==> src/rtl/program_counter_unit_pkg.sv <==
// Shared types and defaults for the program counter unit and its call-depth tracker.
// The default widths match the instruction stack instance.
package program_counter_unit_pkg;

  localparam int unsigned PCU_ADDR_WIDTH = 4;
  localparam int unsigned PCU_DATA_WIDTH = 16;

  typedef enum logic [1:0] {
    ST_RUN      = 2'd0,
    ST_RET_WAIT = 2'd1,
    ST_FAULT    = 2'd2
  } pcu_state_e;

  // Encoded so that a higher value means a higher priority.
  typedef enum logic [1:0] {
    REQ_INC  = 2'd0,
    REQ_JUMP = 2'd1,
    REQ_CALL = 2'd2,
    REQ_RTRN = 2'd3
  } pcu_req_e;

  function automatic pcu_req_e pcu_pick_req(input logic rtrn, input logic call, input logic jump);
    if (rtrn) begin
      return REQ_RTRN;
    end else if (call) begin
      return REQ_CALL;
    end else if (jump) begin
      return REQ_JUMP;
    end
    return REQ_INC;
  endfunction

endpackage

==> src/rtl/program_counter_unit_call_depth_counter.sv <==
// Call nesting depth counter: gates stack push/pop strobes and detects and latches
// overflow/underflow so that the stack is never driven past its limits.
module program_counter_unit_call_depth_counter
  import program_counter_unit_pkg::*;
#(
  parameter int unsigned addr_width = PCU_ADDR_WIDTH
) (
  input  logic                clk,
  input  logic                rst,
  input  logic                active,
  input  pcu_req_e            req,
  output logic                push_ok,
  output logic                pop_ok,
  output logic                overflow_hit,
  output logic                underflow_hit,
  output logic [addr_width:0] depth,
  output logic                overflow,
  output logic                underflow
);

  localparam logic [addr_width:0] DepthFull = {1'b1, {addr_width{1'b0}}};
  localparam logic [addr_width:0] DepthOne  = {{addr_width{1'b0}}, 1'b1};

  logic [addr_width:0] depth_q, depth_d;
  logic                overflow_q, underflow_q;
  logic                full, empty;

  assign full  = (depth_q == DepthFull);
  assign empty = (depth_q == '0);

  always_comb begin
    push_ok       = 1'b0;
    pop_ok        = 1'b0;
    overflow_hit  = 1'b0;
    underflow_hit = 1'b0;
    if (active) begin
      unique case (req)
        REQ_CALL: begin
          push_ok      = !full;
          overflow_hit = full;
        end
        REQ_RTRN: begin
          pop_ok        = !empty;
          underflow_hit = empty;
        end
        default: ;
      endcase
    end

    depth_d = depth_q;
    if (push_ok) begin
      depth_d = depth_q + DepthOne;
    end else if (pop_ok) begin
      depth_d = depth_q - DepthOne;
    end
  end

  always_ff @(posedge clk) begin
    if (rst) begin
      depth_q     <= '0;
      overflow_q  <= 1'b0;
      underflow_q <= 1'b0;
    end else begin
      depth_q     <= depth_d;
      overflow_q  <= overflow_q | overflow_hit;
      underflow_q <= underflow_q | underflow_hit;
    end
  end

  assign depth     = depth_q;
  assign overflow  = overflow_q;
  assign underflow = underflow_q;

endmodule

==> src/rtl/program_counter_unit.sv <==
// Fetch-address sequencer: holds the PC, applies increment/jump/call/return updates and
// drives the instruction stack's push/pop strobes, trapping stack misuse into FAULT.
module program_counter_unit
  import program_counter_unit_pkg::*;
#(
  parameter int unsigned          addr_width = PCU_ADDR_WIDTH,
  parameter int unsigned          data_width = PCU_DATA_WIDTH,
  parameter logic [data_width-1:0] RESET_VEC = '0
) (
  input  logic                  clk,
  input  logic                  rst,
  input  logic                  i_en,
  input  logic                  i_jump,
  input  logic                  i_call,
  input  logic                  i_rtrn,
  input  logic [data_width-1:0] i_target,
  input  logic [data_width-1:0] i_Stack,
  output logic [data_width-1:0] o_PC,
  output logic                  o_call,
  output logic                  o_rtrn,
  output logic                  o_valid,
  output logic [addr_width:0]   o_depth,
  output logic                  o_overflow,
  output logic                  o_underflow
);

  pcu_state_e            state_q;
  logic [data_width-1:0] pc_q;
  logic                  valid_q;

  logic     active;
  pcu_req_e req;
  logic     push_ok, pop_ok;
  logic     overflow_hit, underflow_hit;

  assign active = (state_q == ST_RUN) && i_en;
  assign req    = pcu_pick_req(i_rtrn, i_call, i_jump);

  program_counter_unit_call_depth_counter #(
    .addr_width(addr_width)
  ) u_depth (
    .clk          (clk),
    .rst          (rst),
    .active       (active),
    .req          (req),
    .push_ok      (push_ok),
    .pop_ok       (pop_ok),
    .overflow_hit (overflow_hit),
    .underflow_hit(underflow_hit),
    .depth        (o_depth),
    .overflow     (o_overflow),
    .underflow    (o_underflow)
  );

  // Strobes are combinational so the stack acts on the same edge as the PC update.
  assign o_call  = push_ok;
  assign o_rtrn  = pop_ok;
  assign o_PC    = pc_q;
  assign o_valid = valid_q;

  always_ff @(posedge clk) begin
    if (rst) begin
      state_q <= ST_RUN;
      pc_q    <= RESET_VEC;
      valid_q <= 1'b1;
    end else begin
      unique case (state_q)
        ST_RUN: begin
          if (i_en) begin
            unique case (req)
              REQ_RTRN: begin
                // PC is held; the popped return address arrives after this edge.
                state_q <= underflow_hit ? ST_FAULT : ST_RET_WAIT;
                valid_q <= 1'b0;
              end
              REQ_CALL: begin
                if (overflow_hit) begin
                  state_q <= ST_FAULT;
                  valid_q <= 1'b0;
                end else begin
                  pc_q <= i_target;
                end
              end
              REQ_JUMP: pc_q <= i_target;
              default:  pc_q <= pc_q + data_width'(1);
            endcase
          end
        end
        ST_RET_WAIT: begin
          pc_q    <= i_Stack;
          state_q <= ST_RUN;
          valid_q <= 1'b1;
        end
        ST_FAULT: ;
        default: begin
          state_q <= ST_FAULT;
          valid_q <= 1'b0;
        end
      endcase
    end
  end

  a_strobes_exclusive : assert property (@(posedge clk) disable iff (rst) !(o_call && o_rtrn));
  a_valid_tracks_run  : assert property (@(posedge clk) disable iff (rst)
                                         o_valid == (state_q == ST_RUN));

endmodule

==> config.mk <==
export PLATFORM = sky130hd
export DESIGN_NAME = program_counter_unit
export DESIGN_NICKNAME = d
export VERILOG_FILES = /design/src/rtl/program_counter_unit_pkg.sv /design/src/rtl/program_counter_unit_call_depth_counter.sv /design/src/rtl/program_counter_unit.sv
export SDC_FILE = /design/constraint.sdc
export NUM_CORES = 1
export LEC_CHECK = 0
export BUFFER_PORTS_ARGS = -buffer_cell sky130_fd_sc_hd__buf_2
export CAP_MARGIN = 40
export CORE_UTILIZATION = 35
export CTS_BUF_LIST = sky130_fd_sc_hd__clkbuf_8
export CTS_CLUSTER_SIZE = 8
export DETAILED_ROUTE_END_ITERATION = 8
export GPL_ROUTABILITY_DRIVEN = 0
export PLACE_DENSITY_LB_ADDON = 0.2
export SLEW_MARGIN = 20
export SYNTH_ARGS = -nofsm -noshare
export SYNTH_HDL_FRONTEND = slang
export SYNTH_SLANG_ARGS = --single-unit
==> constraint.sdc <==
create_clock -name clk -period 2.2 [get_ports clk]
set_input_delay 0.44 -clock clk [delete_from_list [all_inputs] [get_ports clk]]
set_output_delay 0.44 -clock clk [all_outputs]
set_load 0.01 [all_outputs]
* After elaboration in Yosys (flattened, before gate mapping)
Index checks and enable logic that the tools add are counted.
** Operators by class
- Eq/ne operators :: 11
- Reduce and logical (&&, ||, !) cells :: 9
- Multiplexer cells :: 30
- Bitwise operators :: 3
- Add/subtract/negate cells :: 3
** Operator list (number)
- $pmux W16 S3 :: 1
- $mux W16 :: 2
- $pmux W16 S2 :: 1
- $add A16 B1 Y16 const B :: 1
- $mux W2 :: 7
- $mux W1 :: 13
- $mux W5 :: 2
- $reduce_and A4 Y1 :: 2
- $eq A2 B2 Y1 const B :: 3
- $pmux W2 S3 :: 1
- $add A5 B1 Y5 const B :: 1
- $eq A5 B5 Y1 const B :: 1
- $logic_not A5 Y1 :: 1
- $sub A5 B1 Y5 const B :: 1
- $eq A2 B1 Y1 const B :: 2
- $ne A2 B2 Y1 const B :: 2
- $pmux W2 S2 :: 1
- $reduce_bool A2 Y1 :: 2
- $ne A3 B1 Y1 const B :: 1
- $ne A3 B2 Y1 const B :: 1
- $ne A3 B3 Y1 const B :: 1
- $pmux W1 S3 :: 1
- $logic_not A1 Y1 :: 2
- $logic_not A2 Y1 :: 1
- other kinds (4) :: 5
** Word-level totals
- Output and inout port bits :: 26
- Word-level logic and storage cells :: 62
- Bits in registers :: 26

* Logic depth before layout (Yosys ltp)
Gate-level depths: netlist of the first run.
- Depth in word-level cells :: 11
- Depth in mapped cells :: 10
- Mapped depth without buffers :: 10

* Cells and area by module
Synthesis of the first run repeated with hierarchy kept, for this count alone.
** Second synthesis, totals
- Cells, all modules :: 249
- Area, all modules :: 1980.6 um^2
** By module, submodules not included
- program_counter_unit :: instances 1, area each 1493.9 um^2, sequential area each 380.4 um^2, cells an instance 195
- program_counter_unit_call_depth_counter :: instances 1, area each 486.7 um^2, sequential area each 140.1 um^2, cells an instance 54

* Least setup slack after synthesis of the first run
No wires, ideal clock.
- Path kind :: register to register
- From :: register u_depth.depth_q[0], in the netlist u_depth.depth[0]
- To :: register u_depth.depth_q[4], in the netlist u_depth.depth[4]
- Path slack :: -86 ps
- Cell stages (with the launch flop) :: 11
- Data arrival time :: 2156 ps
- Setup time :: 130 ps
- Path through :: dfxtp_1 > nor4_4 > a21oi_2 > nand2_1 > inv_1 > fa_1 > nor2b_1 > o21a_1 > o21a_1 > o21ai_0 > nor3b_2
** Between the ends
- Cells in the longest elaborated chain, start to end :: 5
** RTL lines
- start, declared :: RTL line program_counter_unit_call_depth_counter.sv:24 : logic [addr_width:0] depth_q, depth_d;
- start signal, assigned :: RTL line program_counter_unit_call_depth_counter.sv:64 : depth_q <= depth_d;
- $eq A5 B5 Y1 (*) :: RTL line program_counter_unit_call_depth_counter.sv:28 : assign full = (depth_q == DepthFull);
- $logic_not A1 Y1 (*) :: RTL line program_counter_unit_call_depth_counter.sv:39 : push_ok = !full;
- $mux W1 (*) :: RTL line program_counter_unit_call_depth_counter.sv:37 : unique case (req)
- $mux W1 (*) :: RTL line program_counter_unit_call_depth_counter.sv:36 : if (active) begin
- net o_call :: RTL line program_counter_unit.sv:19 : output logic o_call,
- $mux W5 / $reduce_bool A2 Y1 (equally long branches)
The timed path passes the listed nets; every way through them passes the cells marked *. The select of a mux whose other input is x is not followed.
A chain may end at the register's enable or synchronous reset.

* Worst setup path after layout of the first run
- From :: register u_depth.depth_q[1], in the netlist u_depth.depth[1]
- To :: output o_rtrn
** Between the ends
- Cells in the longest elaborated chain, start to end :: 4
** RTL lines
- $logic_not A5 Y1 :: RTL line program_counter_unit_call_depth_counter.sv:29 : assign empty = (depth_q == '0);
- $logic_not A1 Y1 :: RTL line program_counter_unit_call_depth_counter.sv:43 : pop_ok = !empty;
- $mux W1 :: RTL line program_counter_unit_call_depth_counter.sv:37
- $mux W1 :: RTL line program_counter_unit_call_depth_counter.sv:36
- end, declared :: RTL line program_counter_unit.sv:20 : output logic o_rtrn,
Every way passes these cells.

==> impl_results.md, run 1 <==
* Dpl hpwl at approximately 3900 um
* RR Endpoint: u_depth.depth[4]
* Register area share after synthesis at 28.4%
* Largest net degree at the start of global routing at 21
* Top cells by count, synth: dfxtp_1, nand2_1, a21oi_1, nor2_1, o21ai_0
* Final Hold Vio Count at 0
* Crit end category: output port
* Worst R2R Setup Slack at 0.16 ns
* Share of layout cells above drive strength 1 at about 34%
* Power per cell area at between 800 and 900 mW/mm2
* Hold path startpoint: i_Stack[12]
* Area grow syn2layout at 31.6%
* Leading area contributor after synthesis: dfxtp_1
* Remaining DRCs at 0
* Final wirelength at roughly 5000 um
* First-pass GRT wire length at 8200 um
* Top-count cell post-synth: dfxtp_1
* Placed Cells incl. Taps at 376
* Placed cell areas at 0.00234 mm2
* Netlist cell types at 48
* DRT Pass-1 Iters at 4
* Final Non-Filler Cells at 381
* Mapped cell area at 0.00183 mm2
* Die Ht at around 74 um
* Top cell type's share of synthesized area at 28.4%
* FILL cells at 509
* Hold_buf cts at 0
* Clock sinks at 26
* Post-route cell area at 0.00241 mm2
* Reg2reg start: u_depth.depth[2]
* Initial Util at ~38%
* Ys async rst share at 0%
* Vias in the first global route at 1790
* Gr ovfl total at 0
* CTS tree: yes
* Area of the multi-input gates at 0.00123 mm2
* Rel. slew slack at 61.8%
* Post-route clock skew at ~0.0028 ns
* Max FO, Critical Path at 5
* N_diodes at 0
* Crit Path Class: flip-flop to output port
* Crit path from: u_depth.depth[1]
* Starting DRT DRC Count at 152
* Top Ports at 64
* Clk buf depth at 2
* Global-route usage over all layers at 19.0%
* Hold Crit Depth at 3
* Register area at 524 um2
* Final TNS setup at 0 ns
* Clk_lat worst skew at ~0.27 ns
* Max_cap viols at 0
* Port bufs at 63
* Final ANT Viol Nets at 0
* Total Power at 1.99 mW
* Pre-CTS setup slack at -0.0891 ns
* Minimum clock period at 2.13 ns
* Min-delay worst type: input port to flip-flop
* Final net count at 359
* Die ar. at 0.00553 mm2
* Final setup margin at between 0.07 and 0.08 ns
* Fmax at 470 MHz
* Synthesis-stage register bit count at 26
* Worst Tran Pin Value at 0.572 ns
* Avg Vias per Cell at 5.25
* Core area at 0.00488 mm2
* Final Cycle Share at 96.7%
* Hold WS at 0.396 ns
* Die W at 74.4 um
* Drt wl/cell at 13.1 um
* Avg Cell Area, Syn at 7.70 um2
* Hold EP: o_PC[12]
* Ys Warns at 0
* Status: completed
* Max-slew violation count at 0
* Row count at 25
* Clock-pin slew on the worst setup and hold paths at around 0.1 ns
* Pleak at roughly 1.1 nW
* Area contributors post-synth: dfxtp_1, a21oi_1, o21ai_0
* Initial antenna violation count at 0
* Worst IR drop on VDD at between 0.4 and 0.5 mV
* Vias at 1999
* Worst Path Required at 1.76 ns
* Root Driver: clkbuf_8
* Startpoint types: flip-flop
* Worst reg-to-reg path cell count at 10
* Most used DFF post-synth: dfxtp_1
* # H-tree levels at 1
* Final Setup Violations at 0
* RSZ-0062 raised after global routing: yes
* CTS buffer count at 3
* Syn_nets at 282
* EDFF count, synth at 0
* Syn Inst Count at 238
* Critical Path AT at approximately 1.7 ns
* Fin util at ~49%
## per-layer routing
metal / GRT usage, % / share of wire (%) / vias to the layer above
met3: 2.44 / 4.8 / 4
met2: 31.4 / 46 / 61
li1: - / - / 1023
met4: 5.45 / 0.84 / 0
met1: 25.8 / 49 / 911
met5: 0 / 0 / -
## repair_timing
item,CTS,global route
pin swaps,1,3
endpoints found under the hold margin,0,0
endpoints found under the setup margin,1,2
setup buffers,1,0
resized for setup,1,3
## layout by cell type (no fill, tap or decap), types with 3 or more instances in the layout
cell / synthesis / final
a211oi_1: 8 / 8
a21o_1: 3 / 3
a21oi_1: 19 / 19
a22oi_1: 3 / 3
a31oi_1: 3 / 3
and3_1: 4 / 4
buf_2: 3 / 63
buf_4: 1 / 23
clkbuf_8: 0 / 4
dfxtp_1: 26 / 23
dfxtp_2: 0 / 3
ha_1: 5 / 5
inv_1: 9 / 8
mux2i_1: 5 / 5
nand2_1: 24 / 23
nand2b_1: 4 / 4
nand3_1: 11 / 11
nand4_1: 3 / 3
nor2_1: 19 / 19
nor2b_1: 5 / 5
nor3_1: 5 / 5
nor4_1: 6 / 6
o211ai_1: 3 / 3
o21ai_0: 18 / 18
o31a_1: 3 / 3
xnor2_1: 7 / 7
xor2_1: 4 / 4
## worst max-delay path by stage
stage	end	slack, ns	cells after the start
2_1_floorplan	u_depth.depth[4]	0.003	10
3_3_place_gp	o_PC[13]	-0.04	8
3_5_place_dp	o_PC[13]	-0.09	8
4_1_cts	o_rtrn	0.03	5
5_1_grt	u_depth.depth[4]	-0.01	10
6_report	o_rtrn	0.07	5
## registers in the layout, summed over array words and instances (netlist names)
name	cells
o_PC	16
u_depth.depth	5
u_depth.underflow	1
u_depth.overflow	1
state_q	2
o_valid	1
## power by group
part	switching [mW]	leakage, nW	internal [mW]
logic	0.504	0.871	0.493
clock network	0.162	0.0288	0.160
registers	0.105	0.214	0.562
total	0.771	1.11	1.22
## critical path, stage by stage, from the launching register on
cell	delay [ns]
dfxtp_2	0.34
buf_4	0.15
or4_4	0.52
o211ai_1	0.21
inv_1	0.06
buf_2	0.13
## area by class of cell
cell class	instances	area share, %
Sequential cell	26	21.7
Multi-Input combinational cell	189	50.9
Timing Repair Buffer	86	20.2
Clock buffer	4	2.28
Inverter	9	1.40
Tap cell	67	3.48
## cells by family after synthesis
group	after synthesis	synth area share (%)
AND/OR/NAND/NOR	92	26.5
AO/OA/AOI/OAI	74	26.9
flip-flops	26	28.4
buffers and inverters	23	5.12
XOR/XNOR	11	5.26
multiplexers	6	3.34
adder cells (fa/ha/maj)	6	4.51
Note: power is estimated with default switching activity, not from simulation.
==> run 2, diff against run 1 <==
Settings changed: CORE_UTILIZATION 35 to 25, RECOVER_POWER set to 50.
==> run 2 against run 1 <==
- flip-flop and latch count unchanged
- sequential power hardly changed
- count of clock-buffer cells in the layout unchanged
- design area up 5.5%
==> impl_results.md, run 2 (synthesis gave the netlist of run 1 again) <==
* Worst IR drop on VDD at 0.531 mV
* FILL cells at 776
* Rel. slew slack at 70.6%
* Final Hold Vio Count at 0
* Die W at around 88 um
* Port bufs at between 60 and 70
* Clk buf depth at 2
* Top Ports at 64
* Number of flip-flops under the largest register name at 16
* Vias in the first global route at ~1900
* Clock-pin slew on the worst setup and hold paths at 0.10 ns
* Final Setup Violations at 0
* CTS buffer count at 3
* Clock sinks at 26
* Dpl hpwl at 4320 um
* Final Cycle Share at between 90% and 100%
* Final Non-Filler Cells at 421
* # H-tree levels at 1
* Root Driver: clkbuf_8
* Global-route usage over all layers at 15.3%
* Top cell family by delay on the critical path: simple AND/OR/NAND/NOR gates
* Most common cell after layout, fill and taps aside: buf_2
* Post-route clock skew at 0.00798 ns
* Fmax at 474 MHz
* Final wirelength at 5840 um
* Vias at just over 2000
* Max_cap viols at 0
* Worst path buffer plus inverter count at 3
* Final ANT Viol Nets at 0
* Core area at between 0.006 and 0.007 mm2
* Worst R2R Setup Slack at 0.15 ns
* Max-slew violation count at 0
* Initial antenna violation count at 0
* Gr ovfl total at 0
* Hold EP: o_PC[9]
* DRT Pass-1 Iters at 4
* Critical Path AT at ~1.7 ns
* Min-delay worst type: input port to flip-flop
* Max FO, Critical Path at 4
* Die Ht at 87.6 um
* Worst Path Required at about 1.8 ns
* Remaining DRCs at 0
* Commonest cells after routing, fill and taps aside: buf_2, buf_4, nand2_1
* Area grow syn2layout at 38.9%
* RR Endpoint: u_depth.depth[4]
* Max stage delay on crit path at 0.48 ns
* Reg2reg start: u_depth.depth[3]
* Placed cell areas at between 0.002 and 0.0025 mm2
* Pleak at 1.16 nW
* Worst reg-to-reg path cell count at 9
* Area of the multi-input gates at 0.00123 mm2
* Placed Cells incl. Taps at 412
* Register area at ~530 um2
* Die ar. at 0.00768 mm2
* Total Power at 2.11 mW
* Power per cell area at 829 mW/mm2
* Starting DRT DRC Count at between 100 and 150
* Post-route cell area at between 0.002 and 0.003 mm2
* CP Cell Sequence: buf_6, or4_4, o211ai_1, inv_1, buf_2
* CTS tree: yes
* Drt wl/cell at 13.9 um
* Crit Path Class: flip-flop to output port
* Startpoint types: flip-flop
* Share of layout cells above drive strength 1 at 36.6%
* Hold WS at between 0.3 and 0.4 ns
* Crit end category: output port
* Minimum clock period at roughly 2.1 ns
* Status: completed
* Row count at 30
* N_diodes at 0
* Hold Crit Depth at 3
* Slowest stage cell, crit path: or4_4
* Worst Tran Pin Value at 0.441 ns
* Clk_lat worst skew at 0.28 ns
* Hold path startpoint: i_Stack[9]
* Initial Util at 26.4%
* Final net count at 370
* First-pass GRT wire length at 9120 um
* Avg Vias per Cell at 4.81
* Largest net degree at the start of global routing at 20
run 2: cell count changes in the layout (fill, tap and decap cells not counted), sizes merged:
cell / previous run / this run
buf: 86 / 94
clkbuf: 4 / 7
run 2: final cells by class:
type,count,area share [%]
clock buffer,4,2.16
inverter,9,1.33
multi-input combinational,189,48.5
sequential,26,20.8
tap,96,4.72
timing repair buffer,97,22.6
run 2: through the flow:
step	setup TNS [ns]	util, %	setup WS [ns]
after floorplan	0	-	0.00286
after global placement	-0.0133	35.0	-0.0100
after detailed placement	-0.218	35.0	-0.0612
after CTS	0	36.3	0.0130
after global routing	-0.00508	36.7	-0.00508
final	0	36.7	0.0887
run 2: what timing repair did:
item	in CTS	in global routing
hold buffers	0	0
pin swaps	2	7
gates resized for setup	2	8
setup buffers	5	1
setup endpoints to repair	1	2
run 2: report_power, final:
group | switching (mW) | total, mW | internal (mW)
sequential | 0.103 | 0.669 | 0.566
combinational | 0.543 | 1.12 | 0.575
clock | 0.164 | 0.324 | 0.160
total | 0.810 | 2.11 | 1.30
run 2: worst max path at each step:
stage / startpoint / endpoint / slack (ns) / depth (start not counted)
2_1_floorplan: u_depth.depth[1] / u_depth.depth[4] / 0.003 / 10
3_3_place_gp: i_call / o_PC[2] / -0.01 / 8
3_5_place_dp: i_call / o_PC[13] / -0.06 / 8
4_1_cts: u_depth.depth[2] / o_rtrn / 0.01 / 5
5_1_grt: u_depth.depth[2] / o_rtrn / -0.005 / 5
6_report: u_depth.depth[2] / o_rtrn / 0.09 / 5
run 2: metal layers:
metal  share of wire, %  track usage, %  wire length [um]  vias up
met5                  0               0                 0        -
met4               0.50            3.13                29        0
met3                4.0            2.64               236        2
met2                 49            27.2              2850       37
met1                 47            19.4              2720      939
li1                   -               -                 -     1048
run 2: worst register-to-register path, stage by stage, from the launching register on:
cell and delay [ns]:
dfxtp_4 0.38, nor4_4 0.32, a21oi_2 0.11, nand2_2 0.10
ha_1 0.24, nor2b_1 0.13, o21a_1 0.19, o21a_1 0.19
nor3_1 0.21, nor3b_2 0.06
